==> src/rtl/dyn_shiftrow_unit_if.sv <==
// dyn_shiftrow_unit_if: valid/ready stream and offset-config bundle for dyn_shiftrow_unit.
interface dyn_shiftrow_unit_if #(
  parameter int NB = 4,
  parameter int OW = $clog2(NB)
);
  logic              cfg_we;
  logic [4*OW-1:0]   cfg_off;
  logic              in_valid;
  logic              in_ready;
  logic              in_inv;
  logic [32*NB-1:0]  in_data;
  logic              out_valid;
  logic              out_ready;
  logic [32*NB-1:0]  out_data;
  logic [15:0]       beat_cnt;
  modport master (
    output cfg_we, cfg_off, in_valid, in_inv, in_data, out_ready,
    input  in_ready, out_valid, out_data, beat_cnt
  );
  modport slave (
    input  cfg_we, cfg_off, in_valid, in_inv, in_data, out_ready,
    output in_ready, out_valid, out_data, beat_cnt
  );
endinterface

==> src/rtl/dyn_shiftrow_unit.sv <==
// dyn_shiftrow_unit: registered ShiftRows/InvShiftRows with per-row dynamic offsets
// behind a 2-entry skid buffer.
module dyn_shiftrow_unit #(
  parameter int NB = 4,
  parameter int OW = $clog2(NB),
  parameter logic [4*OW-1:0] RST_OFF = {OW'(3), OW'(2), OW'(1), OW'(0)}
) (
  input logic clk,
  input logic rst,
  dyn_shiftrow_unit_if.slave bus
);
  localparam int W = 32 * NB;
  typedef enum logic [1:0] {EMPTY, ONE, TWO} state_t;
  state_t          r_state, w_next;
  logic [4*OW-1:0] r_off;
  logic [W-1:0]    r_out, r_skid, w_shift;
  logic            r_in_ready;
  logic [15:0]     r_cnt;
  logic            w_acc, w_xfer;
  assign w_acc  = bus.in_valid & r_in_ready;
  assign w_xfer = (r_state != EMPTY) & bus.out_ready;
  // Byte (r,c) sits at data[W-1-8*(4c+r) -: 8]; offsets are reduced mod NB.
  always_comb begin
    int e, s;
    w_shift = '0;
    for (int r = 0; r < 4; r++) begin
      e = int'(r_off[r*OW +: OW]) % NB;
      for (int c = 0; c < NB; c++) begin
        s = bus.in_inv ? (c - e + NB) % NB : (c + e) % NB;
        w_shift[W-1-8*(4*c+r) -: 8] = bus.in_data[W-1-8*(4*s+r) -: 8];
      end
    end
  end
  always_comb begin
    w_next = r_state;
    if (r_state == EMPTY) w_next = w_acc ? ONE : EMPTY;
    else if (r_state == ONE) w_next = (w_acc & !w_xfer) ? TWO : (!w_acc & w_xfer) ? EMPTY : ONE;
    else w_next = w_xfer ? ONE : TWO;
  end
  always_ff @(posedge clk or posedge rst) begin
    if (rst) begin
      r_state    <= EMPTY;
      r_in_ready <= 1'b0;
      r_off      <= RST_OFF;
      r_cnt      <= '0;
      r_out      <= '0;
      r_skid     <= '0;
    end else begin
      r_state    <= w_next;
      r_in_ready <= (w_next != TWO);
      if (bus.cfg_we) r_off <= bus.cfg_off;
      if (w_xfer) r_cnt <= r_cnt + 16'd1;
      if (w_acc && (r_state == EMPTY || w_xfer)) r_out <= w_shift;
      else if (w_xfer && r_state == TWO) r_out <= r_skid;
      if (w_acc && r_state == ONE && !w_xfer) r_skid <= w_shift;
    end
  end
  assign bus.in_ready  = r_in_ready;
  assign bus.out_valid = (r_state != EMPTY);
  assign bus.out_data  = r_out;
  assign bus.beat_cnt  = r_cnt;
endmodule

==> src/flat_wrapper.sv <==
// flat-port wrapper written by rule: the top's interface ports become plain ports
module dyn_shiftrow_unit_flat 
#(
  parameter int NB = 4,
  parameter int OW = $clog2(NB),
  parameter logic [4*OW-1:0] RST_OFF = {OW'(3), OW'(2), OW'(1), OW'(0)}
)
  (clk, rst, bus_cfg_we, bus_cfg_off, bus_in_valid, bus_in_inv, bus_in_data, bus_out_ready, bus_in_ready, bus_out_valid, bus_out_data, bus_beat_cnt);
  dyn_shiftrow_unit_if #(.NB(NB), .OW(OW)) bus_i ();
  input logic clk;
  input logic rst;
  input wire logic [$bits(bus_i.cfg_we)-1:0] bus_cfg_we;
  input wire logic [$bits(bus_i.cfg_off)-1:0] bus_cfg_off;
  input wire logic [$bits(bus_i.in_valid)-1:0] bus_in_valid;
  input wire logic [$bits(bus_i.in_inv)-1:0] bus_in_inv;
  input wire logic [$bits(bus_i.in_data)-1:0] bus_in_data;
  input wire logic [$bits(bus_i.out_ready)-1:0] bus_out_ready;
  output wire logic [$bits(bus_i.in_ready)-1:0] bus_in_ready;
  output wire logic [$bits(bus_i.out_valid)-1:0] bus_out_valid;
  output wire logic [$bits(bus_i.out_data)-1:0] bus_out_data;
  output wire logic [$bits(bus_i.beat_cnt)-1:0] bus_beat_cnt;
  assign bus_i.cfg_we = bus_cfg_we;
  assign bus_i.cfg_off = bus_cfg_off;
  assign bus_i.in_valid = bus_in_valid;
  assign bus_i.in_inv = bus_in_inv;
  assign bus_i.in_data = bus_in_data;
  assign bus_i.out_ready = bus_out_ready;
  assign bus_in_ready = bus_i.in_ready;
  assign bus_out_valid = bus_i.out_valid;
  assign bus_out_data = bus_i.out_data;
  assign bus_beat_cnt = bus_i.beat_cnt;
  dyn_shiftrow_unit #(.NB(NB), .OW(OW), .RST_OFF(RST_OFF)) u_core (.clk(clk), .rst(rst), .bus(bus_i));
endmodule
==> config.mk <==
export PLATFORM = sky130hd
export DESIGN_NAME = dyn_shiftrow_unit_flat
export DESIGN_NICKNAME = d
export VERILOG_FILES = /design/src/rtl/dyn_shiftrow_unit_if.sv /design/src/rtl/dyn_shiftrow_unit.sv /design/src/flat_wrapper.sv
export SDC_FILE = /design/constraint.sdc
export NUM_CORES = 1
export LEC_CHECK = 0
export ABC_AREA = 1
export BUFFER_PORTS_ARGS = -buffer_cell sky130_fd_sc_hd__buf_2
export CELL_PAD_IN_SITES_DETAIL_PLACEMENT = 0
export CELL_PAD_IN_SITES_GLOBAL_PLACEMENT = 2
export CORE_MARGIN = 4
export CORE_UTILIZATION = 33
export DETAILED_ROUTE_END_ITERATION = 12
export GPL_TIMING_DRIVEN = 0
export PLACE_DENSITY_LB_ADDON = 0.1
export SLEW_MARGIN = 25
export SYNTH_ARGS = -nofsm -noshare
export SYNTH_HDL_FRONTEND = slang
export SYNTH_SLANG_ARGS = --single-unit
==> constraint.sdc <==
create_clock -name clk -period 26.4 [get_ports clk]
set_clock_uncertainty 0.15 [all_clocks]
set_input_delay 1.32 -clock clk [delete_from_list [all_inputs] [get_ports clk]]
set_output_delay 1.32 -clock clk [all_outputs]
set_load 0.03 [all_outputs]
== After elaboration in Yosys (flattened, before gate mapping) ==
Index checks and enable logic that the tools add are counted.
Word-level totals
  register bits: 283
  input port bits: 142
  output and inout bits: 146
  word-level logic and storage cells: 192
Operators by class
  $add $sub $neg: 73
  equality and inequality tests: 3
  shift-type cells: 16
  multiplexer cells: 24
  bitwise operators: 32
  reduce and logical (&&, ||, !) cells: 38
Operators with widths (count)
  $shiftx A135 B32 Y8: 16
  $add A32 B4 Y32 const B: 16
  $sub A8 B32 Y32 const A: 16
  $mux W27: 16
  $mux W128: 2
  $add A29 B3 Y29 const B: 8
  $add A29 B2 Y29 const B: 4
  $reduce_or A2 Y1: 28
  $sub A1 B2 Y3 const A: 8
  $sub A2 B2 Y3 const A: 8
  $and A1 B1 Y1: 20
  $add A16 B1 Y16 const B: 1
  $add A2 B2 Y2 const A: 8
  $and A1 B1 Y1 const A: 12
  $add A1 B2 Y2 const A: 4
  $mux W2: 4
  $logic_and A1 B1 Y1: 4
  $reduce_bool A2 Y1: 2
  $eq A2 B1 Y1 const B: 1
  $eq A2 B2 Y1 const B: 1
  $logic_not A1 Y1: 2
  $logic_not A2 Y1: 1
  $mux W1: 2
  $ne A2 B2 Y1 const B: 1
  $logic_or A1 B1 Y1: 1

== Depth between registers and ports, before layout ==
Gate-level depths: netlist of run 1.
  depth after elaboration: 9
  mapped depth: 10
  depth with buffers taken out: 9

== Least setup slack after synthesis of run 1 ==
OpenSTA, ideal clock, no wires.
  path kind: input -> register
  from: input bus_in_inv
  to: register u_core.r_out[12], in the netlist u_core.bus.out_data[12]
  library setup time: 0.124 ns
  arrival: 2.279 ns
  data required time: 26.126 ns
  path slack: 23.847 ns
  stages: 9
  buffers on the path: 3
  cell sequence: buf_4 inv_2 buf_6 nand3_1 nand2_1 buf_4 nand2_1 nand3_1 nand3_1
Between the ends
  cells in the longest elaborated chain, start to end: 5
RTL lines
  start, declared: line flat_wrapper.sv:15  | input wire logic [$bits(bus_i.in_inv)-1:0] bus_in_inv;
  $mux W27: line dyn_shiftrow_unit.sv:29  | s = bus.in_inv ? (c - e + NB) % NB : (c + e) % NB;
  $add A29 B3 Y29: line dyn_shiftrow_unit.sv:30  | w_shift[W-1-8*(4*c+r) -: 8] = bus.in_data[W-1-8*(4*s+r) -: 8];
  $sub A8 B32 Y32: line dyn_shiftrow_unit.sv:30
  $shiftx A135 B32 Y8: line dyn_shiftrow_unit.sv:30
  $mux W128: line dyn_shiftrow_unit.sv:53  | if (w_acc && (r_state == EMPTY || w_xfer)) r_out <= w_shift;
  end signal, assigned: line dyn_shiftrow_unit.sv:53
  end signal, assigned: line dyn_shiftrow_unit.sv:54  | else if (w_xfer && r_state == TWO) r_out <= r_skid;
  end, declared: line dyn_shiftrow_unit.sv:16  | logic [W-1:0] r_out, r_skid, w_shift;
No other way between the ends.
A chain may end at the register's enable or synchronous reset.

== Worst setup path after layout of run 1 ==
  from: input bus_in_valid
  to: register u_core.r_skid[24]
Between the ends
  cells in the longest elaborated chain, start to end: 3
RTL lines
  start, declared: line flat_wrapper.sv:14  | input wire logic [$bits(bus_i.in_valid)-1:0] bus_in_valid;
  $and A1 B1 Y1: line dyn_shiftrow_unit.sv:20  | assign w_acc = bus.in_valid & r_in_ready;
  $logic_and A1 B1 Y1 (2 in a row): line dyn_shiftrow_unit.sv:55  | if (w_acc && r_state == ONE && !w_xfer) r_skid <= w_shift;
  end signal, assigned: line dyn_shiftrow_unit.sv:55
  end, declared: line dyn_shiftrow_unit.sv:16
No other way between the ends.

==> results.cfg, run 1 <==
[run]
max-cap-violations = 0

[timing]
setup_tns_ns = 0
worst_slew_pin_slew_ns = 1.09
slew_viol_final = 0
rsz0062_at_grt = no
hold_viol_final = 0
slew_headroom = 0.269
min_period_ns = 2.91
period_share = 0.110
setup_slack_ns = 23.49
timing.fmax_ghz = 0.343
setup_viol = 0

[route]
drc = 0
dr_total_vias = 16200
via_per_inst = 5.16
routedWlPerCell_um = 21.4
drtAntennaViolNets = 0
routed_wl_um = 67300
first_pass_iters = 5
drt_iter0_drc = 1357

[die]
start_util = 0.336
die_area_um2 = 50200
die_x_um = 224
die_h_um = 224
row_count = 78
ioPinCount = 288
core_area_um2 = 45800

[clock_tree]
clock_sinks = 283
htreeDepth = 2
clkTransAtPathRegs_ns = 0.05
ctsRootBufferMaster = clkbuf_16
postCtsSetupRepairBufs = 0
cts_tree = done
postCtsHoldBufs = 0
cts_buffers = 37
insertion_delay_ns = 0.56
clk_path_buf_depth = 3
cts_resized = 0

[power_and_ir_drop]
power_density_nw_per_um2 = 118
leakagePower_nw = 9.89
peakVddDrop_v = 0.0000796

[yosys]
yosysWarnings = 0
syn_nets = 2333
synth_top_area_cell = dfrtp_1
synth.area.top_cells = dfrtp_1 (45%), nand2_1 (20%), nand3_1 (14%)
ys_seq_area_frac = 0.460
synth_edf_count = 0
avgSynthCellArea_um2 = 7.03
ys_top_cells_by_count = nand2_1 (821), nand3_1 (441), dfrtp_1 (279), nor2_1 (157), inv_1 (128)
synth_cells = 2189
syn_area_um2 = 15400
yosysUniqueCellTypes = 26
yosys_register_bits = 283
synth_most_common_cell = nand2_1
synthFlopType = dfrtp_1
ys_async_sr_fraction = 1.00
post-synth-top-area-fraction = 0.454

[cells_and_area]
multi_input_area_um2 = 7150
nets = 2661
diodes = 0
seq_area_um2 = 7090
num-fill-cells = 4894
syn2layout_area_growth_pct = 22.6
drive_above_1_share = 0.182

[place]
port-buffer-count = 286
post-dp-hpwl_um = 52100
gp_congestion = 0.920
post-place-ws_ns = 22.97

[global_route]
grt_first_pass_wirelength_um = 99800
antenna_found_initial = 0
overflow = 0
grt_usage = 0.262
grt_pass1_vias = 15800
grt_start_max_net_pins = 88

[critical_path]
crit_type = in2reg
arrival_ns = 3.25
start_kind = input port
worst_ep_required_time_ns = 26.73
path_max_fanout = 10
critPathCaptureType = register

[run_status]
status = finished, final reports clean

[min_path]
worstHoldPathType = reg2reg
routing by layer:
layer	vias up	GRT usage	part of all wire
li1	7741	-	-
met1	7849	0.378	0.46
met2	569	0.413	0.45
met3	70	0.0485	0.069
met4	0	0.0567	0.019
met5	-	0	0
per-stage QoR:
step	power (W)	cells	hold WS [ns]	instance area, um2	utilization
after floorplan	0.00137	2189	0.300	15400	-
after global placement	0.00171	3075	0.309	17600	0.384
after detailed placement	0.00172	3078	0.312	17700	0.386
after CTS	0.00224	3145	0.329	18900	0.412
after global routing	0.00237	3145	0.338	18900	0.412
final	0.00223	3145	0.322	18900	0.412
cells by family after synthesis:
| kind of cell | count (synthesis) | synth area share |
|---|---|---|
| simple gates | 1452 | 0.397 |
| flops | 283 | 0.460 |
| fa+ha+maj | 2 | 0.00163 |
| compound gates | 177 | 0.0615 |
| xor+xnor | 7 | 0.00398 |
| buf+inv | 268 | 0.0749 |
final timing paths:
check                                              from                  endpoint  slack, ns  cells past startpoint
max in group asynchronous                           rst  u_core.bus.out_data[110]      24.28                      4
worst max register to register        u_core.r_state[1]         u_core.r_skid[24]      23.93                      7
min in group asynchronous                           rst   u_core.bus.out_data[90]       0.66                      2
worst min register to register  u_core.bus.out_data[31]   u_core.bus.out_data[31]       0.32                      2
worst max-delay path                       bus_in_valid         u_core.r_skid[24]      23.49                      7
worst min-delay path            u_core.bus.out_data[31]   u_core.bus.out_data[31]       0.32                      2
layout by cell type, fill, tap and decap left out, drive strengths merged, types with 5 or more instances in the layout:
master / n
inv: 139
clkbuf: 95
a31oi: 46
nand2: 825
xor2: 5
buf: 383
nand3: 444
o21ai: 130
nor2: 158
nand3b: 17
dfrtp: 279
nand4: 5
final cells by class:
cell class,count,area share
clock buffer,58,0.0585
timing repair buffer,289,0.0802
clock inverter,9,0.00570
sequential,283,0.375
buffer,131,0.0339
multi-input combinational,1638,0.379
inverter,137,0.0276
tap,600,0.0398
critical path, cell delays in order:
cell and delay, ns:
buf_2 0.08, nand2_1 0.10, nor3_2 0.65, buf_2 0.43
buf_2 0.44, nand3_1 0.14, nand2_1 0.08
flip-flops by register name (all words and copies together) (netlist names):
name / flops
u_core.r_state: 2
u_core.r_off: 8
u_core.bus.beat_cnt: 16
u_core.bus.in_ready: 1
u_core.r_skid: 128
u_core.bus.out_data: 128
power by group:
| part | switching (W) | internal [W] | total, W |
|---|---|---|---|
| clock | 0.000205 | 0.000307 | 0.000512 |
| combinational | 0.000673 | 0.000276 | 0.000948 |
| sequential | 0.000131 | 0.000634 | 0.000765 |
Note: power is estimated with default switching activity, not from simulation.
==> run 2, diff against run 1 <==
--- a/config.mk
+++ b/config.mk
@@ -10,7 +10,7 @@
 export CELL_PAD_IN_SITES_DETAIL_PLACEMENT = 0
 export CELL_PAD_IN_SITES_GLOBAL_PLACEMENT = 2
 export CORE_MARGIN = 4
-export CORE_UTILIZATION = 33
+export CORE_UTILIZATION = 31
 export DETAILED_ROUTE_END_ITERATION = 12
 export GPL_TIMING_DRIVEN = 0
 export PLACE_DENSITY_LB_ADDON = 0.1
==> constraint.sdc (replaced) <==
create_clock -name clk -period 3 [get_ports clk]
set_clock_uncertainty 0.15 [all_clocks]
set_input_delay 0.15 -clock clk [delete_from_list [all_inputs] [get_ports clk]]
set_output_delay 0.15 -clock clk [all_outputs]
set_load 0.03 [all_outputs]
==> results.cfg, run 2 (same netlist as run 1, synthesis figures left out) <==
[critical_path]
crit_chain = buf_2 > buf_4 > clkbuf_4 > nand2_1 > nand2_1 > dlygate4sd3_1 > nand3_1 > a31oi_1 > dlygate4sd3_1
rr_startpoint = u_core.r_off[2]
cpPeakStageDelay_ns = 0.57
crit_end = u_core.r_skid[19]
crit_type = reg2reg
critPathTopFamily = buffers and inverters
reg2regPathDepth = 9
crit_path_top_delay_cell = dlygate4sd3_1
crit_start = u_core.r_off[2]
worst_ep_required_time_ns = 3.34
path_max_fanout = 10
cp.depth = 9
start_kind = register
r2r_slack_ns = 0.16
critPathCaptureType = register
arrival_ns = 3.18
timing.rr.end = u_core.r_skid[19]
cp.buffers_inverters = 5

[global_route]
overflow = 0
grt_first_pass_wirelength_um = 105000
grt_pass1_vias = 16500
antenna_found_initial = 0
grt_start_max_net_pins = 32
grt_usage = 0.261

[power_and_ir_drop]
power_density_nw_per_um2 = 987
leakagePower_nw = 10.5
peakVddDrop_v = 0.000401

[place]
post-place-ws_ns = 0.539
post-dp-hpwl_um = 54300
port-buffer-count = 286
place_area_um2 = 17900
gp_congestion = 0.909

[cells_and_area]
fin_area_um2 = 20500
nets = 2795
num-fill-cells = 5287
final_common_cell = nand2_1
final_cell_mix = nand2_1 (821), nand3_1 (441), buf_2 (365)
final_core_util = 0.417
drive_above_1_share = 0.178
diodes = 0
syn2layout_area_growth_pct = 32.9

[clock_tree]
clkTransAtPathRegs_ns = 0.06
cts_buffers = 37
clock_sinks = 283
postCtsSetupRepairBufs = 0
htreeDepth = 2
insertion_delay_ns = 0.56
ctsRootBufferMaster = clkbuf_16
clk_path_buf_depth = 3
cts_tree = done

[die]
die_h_um = 231
core_area_um2 = 49100
row_count = 81
start_util = 0.314
die_area_um2 = 53300
ioPinCount = 288
die_x_um = 231

[timing]
slew_viol_final = 0
rsz0062_at_grt = no
hold_viol_final = 0
period_share = 0.948
slew_headroom = 0.293
setup_viol = 0
min_period_ns = 2.84
setup_tns_ns = 0
setup_slack_ns = 0.156
timing.fmax_ghz = 0.352
worst_slew_pin_slew_ns = 1.05

[route]
drc = 0
routedWlPerCell_um = 21.2
drt_iter0_drc = 1519
drtAntennaViolNets = 0
via_per_inst = 5.05
dr_total_vias = 16900
routed_wl_um = 70800
first_pass_iters = 6

[run_status]
status = finished, final reports clean

[min_path]
worstHoldPathType = in2reg

[run]
max-cap-violations = 0
-- run 2: layout make-up --
class / count / area [um2] / share of cell area
buffer: 131 / 651 / 0.0318
clock buffer: 51 / 1090 / 0.0533
clock inverter: 12 / 169 / 0.00826
inverter: 137 / 518 / 0.0253
multi-input combinational: 1638 / 7160 / 0.350
sequential: 283 / 7090 / 0.346
tap: 664 / 831 / 0.0406
timing repair buffer: 423 / 2950 / 0.144
-- run 2: worst min-delay path by stage --
stage / start / end / cells past startpoint
floorplan: bus_cfg_we / u_core.r_off[2] / 1
global placement: bus_cfg_off[0] / u_core.r_off[0] / 3
detailed placement: rst / u_core.bus.out_data[127] / 2
CTS: bus_in_data[91] / u_core.r_skid[91] / 5
global route: bus_in_data[42] / u_core.bus.out_data[10] / 6
finish: bus_in_data[67] / u_core.r_skid[35] / 7
-- run 2: tightest hold or removal path, cell delays in order --
cell and delay [ns]:
buf_2 0.08, inv_1 0.04, nand2_1 0.04, o21ai_0 0.12, nand2_1 0.12, nand3_1 0.08, nand2_1 0.06
-- run 2: report_power, final --
| group | total, W | internal (W) | switching, W |
|---|---|---|---|
| logic | 0.00874 | 0.00268 | 0.00606 |
| clock network | 0.00473 | 0.00288 | 0.00185 |
| registers | 0.00673 | 0.00558 | 0.00115 |
| total | 0.0202 | 0.0111 | 0.00906 |
-- run 2: metal layers --
layer | global-route usage | routed length, um | up-vias | part of all wire
li1 | - | - | 8023 | -
met1 | 0.376 | 32900 | 8128 | 0.46
met2 | 0.407 | 31300 | 628 | 0.44
met3 | 0.0512 | 4900 | 93 | 0.069
met4 | 0.0600 | 1700 | 0 | 0.024
met5 | 0 | 0 | - | 0
-- run 2: timing repair --
action	4_1_cts	5_1_grt
gates resized for setup	0	12
setup endpoints to repair	0	8
hold buffers	125	0
hold endpoints to repair	235	0
-- run 2: metrics by stage --
| stage | std cells | power (W) | hold WS (ns) |
|---|---|---|---|
| global placement | 3139 | 0.0151 | 0.224 |
| finish | 3339 | 0.0202 | 0.0152 |
| CTS | 3339 | 0.0203 | 0.000446 |
| floorplan | 2189 | 0.0120 | 0.0753 |
| global route | 3339 | 0.0215 | 0.0305 |
| detailed placement | 3151 | 0.0152 | -0.0723 |
==> run 3, diff against run 2 <==
--- a/config.mk
+++ b/config.mk
@@ -6,7 +6,7 @@
 export NUM_CORES = 1
 export LEC_CHECK = 0
 export ABC_AREA = 1
-export BUFFER_PORTS_ARGS = -buffer_cell sky130_fd_sc_hd__buf_2
+export BUFFER_PORTS_ARGS = -buffer_cell sky130_fd_sc_hd__clkbuf_2
 export CELL_PAD_IN_SITES_DETAIL_PLACEMENT = 0
 export CELL_PAD_IN_SITES_GLOBAL_PLACEMENT = 2
 export CORE_MARGIN = 4
==> results.cfg, run 3 (same netlist as run 1, synthesis figures left out) <==
[run_status]
status = finished, final reports clean

[timing]
period_share = 0.968
slew_viol_final = 0
worst_slew_pin_slew_ns = 1.05
min_period_ns = 2.90
rsz0062_at_grt = no
slew_headroom = 0.290
setup_viol = 0
setup_slack_ns = 0.0966
timing.fmax_ghz = 0.344
hold_viol_final = 0

[die]
die_h_um = 231
ioPinCount = 288
core_area_um2 = 49100
die_area_um2 = 53300
row_count = 81
start_util = 0.314
die_x_um = 231

[clock_tree]
insertion_delay_ns = 0.57
htreeDepth = 2
ctsRootBufferMaster = clkbuf_16
clkTransAtPathRegs_ns = 0.06
cts_tree = done
clock_sinks = 283
clk_path_buf_depth = 3
cts_buffers = 38

[critical_path]
critPathCaptureType = register
worst_ep_required_time_ns = 3.34
crit_chain = buf_2 > clkbuf_4 > buf_2 > nand2_1 > nand2_1 > dlygate4sd3_1 > nand3_1 > a31oi_1 > dlygate4sd3_1
crit_type = reg2reg
path_max_fanout = 10
r2r_slack_ns = 0.1
cpPeakStageDelay_ns = 0.58
arrival_ns = 3.24
start_kind = register
crit_path_top_delay_cell = dlygate4sd3_1

[route]
routed_wl_um = 70500
drt_iter0_drc = 1330
drtAntennaViolNets = 0
dr_total_vias = 16800
routedWlPerCell_um = 21.0
first_pass_iters = 5
drc = 0
via_per_inst = 5.00

[cells_and_area]
diodes = 0
final_cell_mix = nand2_1 (821), nand3_1 (441), clkbuf_2 (289)
nets = 2802
final_common_cell = nand2_1
drive_above_1_share = 0.177
syn2layout_area_growth_pct = 33.4

[place]
gp_congestion = 0.907
post-dp-hpwl_um = 54300
port-buffer-count = 286
post-place-ws_ns = 0.507

[power_and_ir_drop]
total_power_w = 0.0203
sw_frac_of_total = 0.448
p_int_w = 0.0112
power_density_nw_per_um2 = 988
clockPowerShare = 0.237
p_sw_w = 0.00908
peakVddDrop_v = 0.000529
leakagePower_nw = 10.6
pwr-share-seq = 0.333
p_comb_frac = 0.430

[min_path]
worstHoldPathType = in2reg

[global_route]
antenna_found_initial = 0
grt_usage = 0.260
grt_pass1_vias = 16300
overflow = 0
grt_start_max_net_pins = 30
grt_first_pass_wirelength_um = 105000

[run]
max-cap-violations = 0
[run 3: changes by cell type in the layout (fill, tap and decap cells not counted), moves of 2 or more]
cell / change
clkbuf_1: +5
clkbuf_2: +286
buf_16: -2
dlygate4sd3_1: +8
buf_2: -285
[run 3: area by class of cell]
cell class | instances | area, um2
Clock inverter | 14 | 216
Fill cell | 5263 | 28500
Tap cell | 664 | 831
Multi-Input combinational cell | 1638 | 7160
Buffer | 130 | 644
Clock buffer | 55 | 1070
Sequential cell | 283 | 7090
Inverter | 137 | 518
Timing Repair Buffer | 430 | 3000
[run 3: routing by layer]
metal	wire, um	up-vias	track usage
li1	-	8034	-
met1	32400	8054	0.375
met2	31500	601	0.406
met3	4930	81	0.0457
met4	1590	0	0.0650
met5	0	-	0
[run 3: critical path: cells and delay by family, from the launching register on]
| kind | cells | cell delay, ns |
|---|---|---|
| AO/OA/AOI/OAI | 1 | 0.18 |
| buffers and inverters | 5 | 1.75 |
| flip-flops | 1 | 0.51 |
| AND/OR/NAND/NOR | 3 | 0.25 |
[run 3: what timing repair did]
item	in CTS	in global routing
setup endpoints to repair	0	11
hold buffers	133	0
endpoints found under the hold margin	222	0
gates resized for setup	0	10
buffers inserted	0	0
[run 3: worst paths after layout]
check / startpoint / cells after the start / to
setup reg to reg: u_core.r_off[2] / 9 / u_core.r_skid[80]
min in group asynchronous: rst / 4 / u_core.r_skid[57]
hold reg to reg: u_core.bus.out_data[13] / 2 / u_core.bus.out_data[13]
max in group asynchronous: rst / 8 / u_core.bus.out_data[100]
hold / removal: bus_in_data[40] / 5 / u_core.r_skid[40]
setup / recovery: u_core.r_off[2] / 9 / u_core.r_skid[80]
[run 3: per-stage QoR]
step / cells / area [um2] / TNS (ns) / utilization / hold WS (ns)
after floorplan: 2189 / 15400 / -292.02 / - / 0.0753
after global placement: 3139 / 17700 / -907.91 / 0.360 / 0.230
after CTS: 3352 / 20500 / 0 / 0.418 / 0.000633
after global routing: 3351 / 20500 / 0 / 0.418 / 0.0487
final: 3351 / 20500 / 0 / 0.418 / 0.0183
after detailed placement: 3150 / 17900 / 0 / 0.365 / 0.0365
[run 3: power groups by stage]
stage | sequential [W] | combinational, W | clock (W)
after floorplan | 0.00820 | 0.00383 | 0
after global placement | 0.00677 | 0.00835 | 0
after detailed placement | 0.00680 | 0.00844 | 0
after CTS | 0.00675 | 0.00879 | 0.00491
after global routing | 0.00696 | 0.00961 | 0.00506
final | 0.00675 | 0.00872 | 0.00480
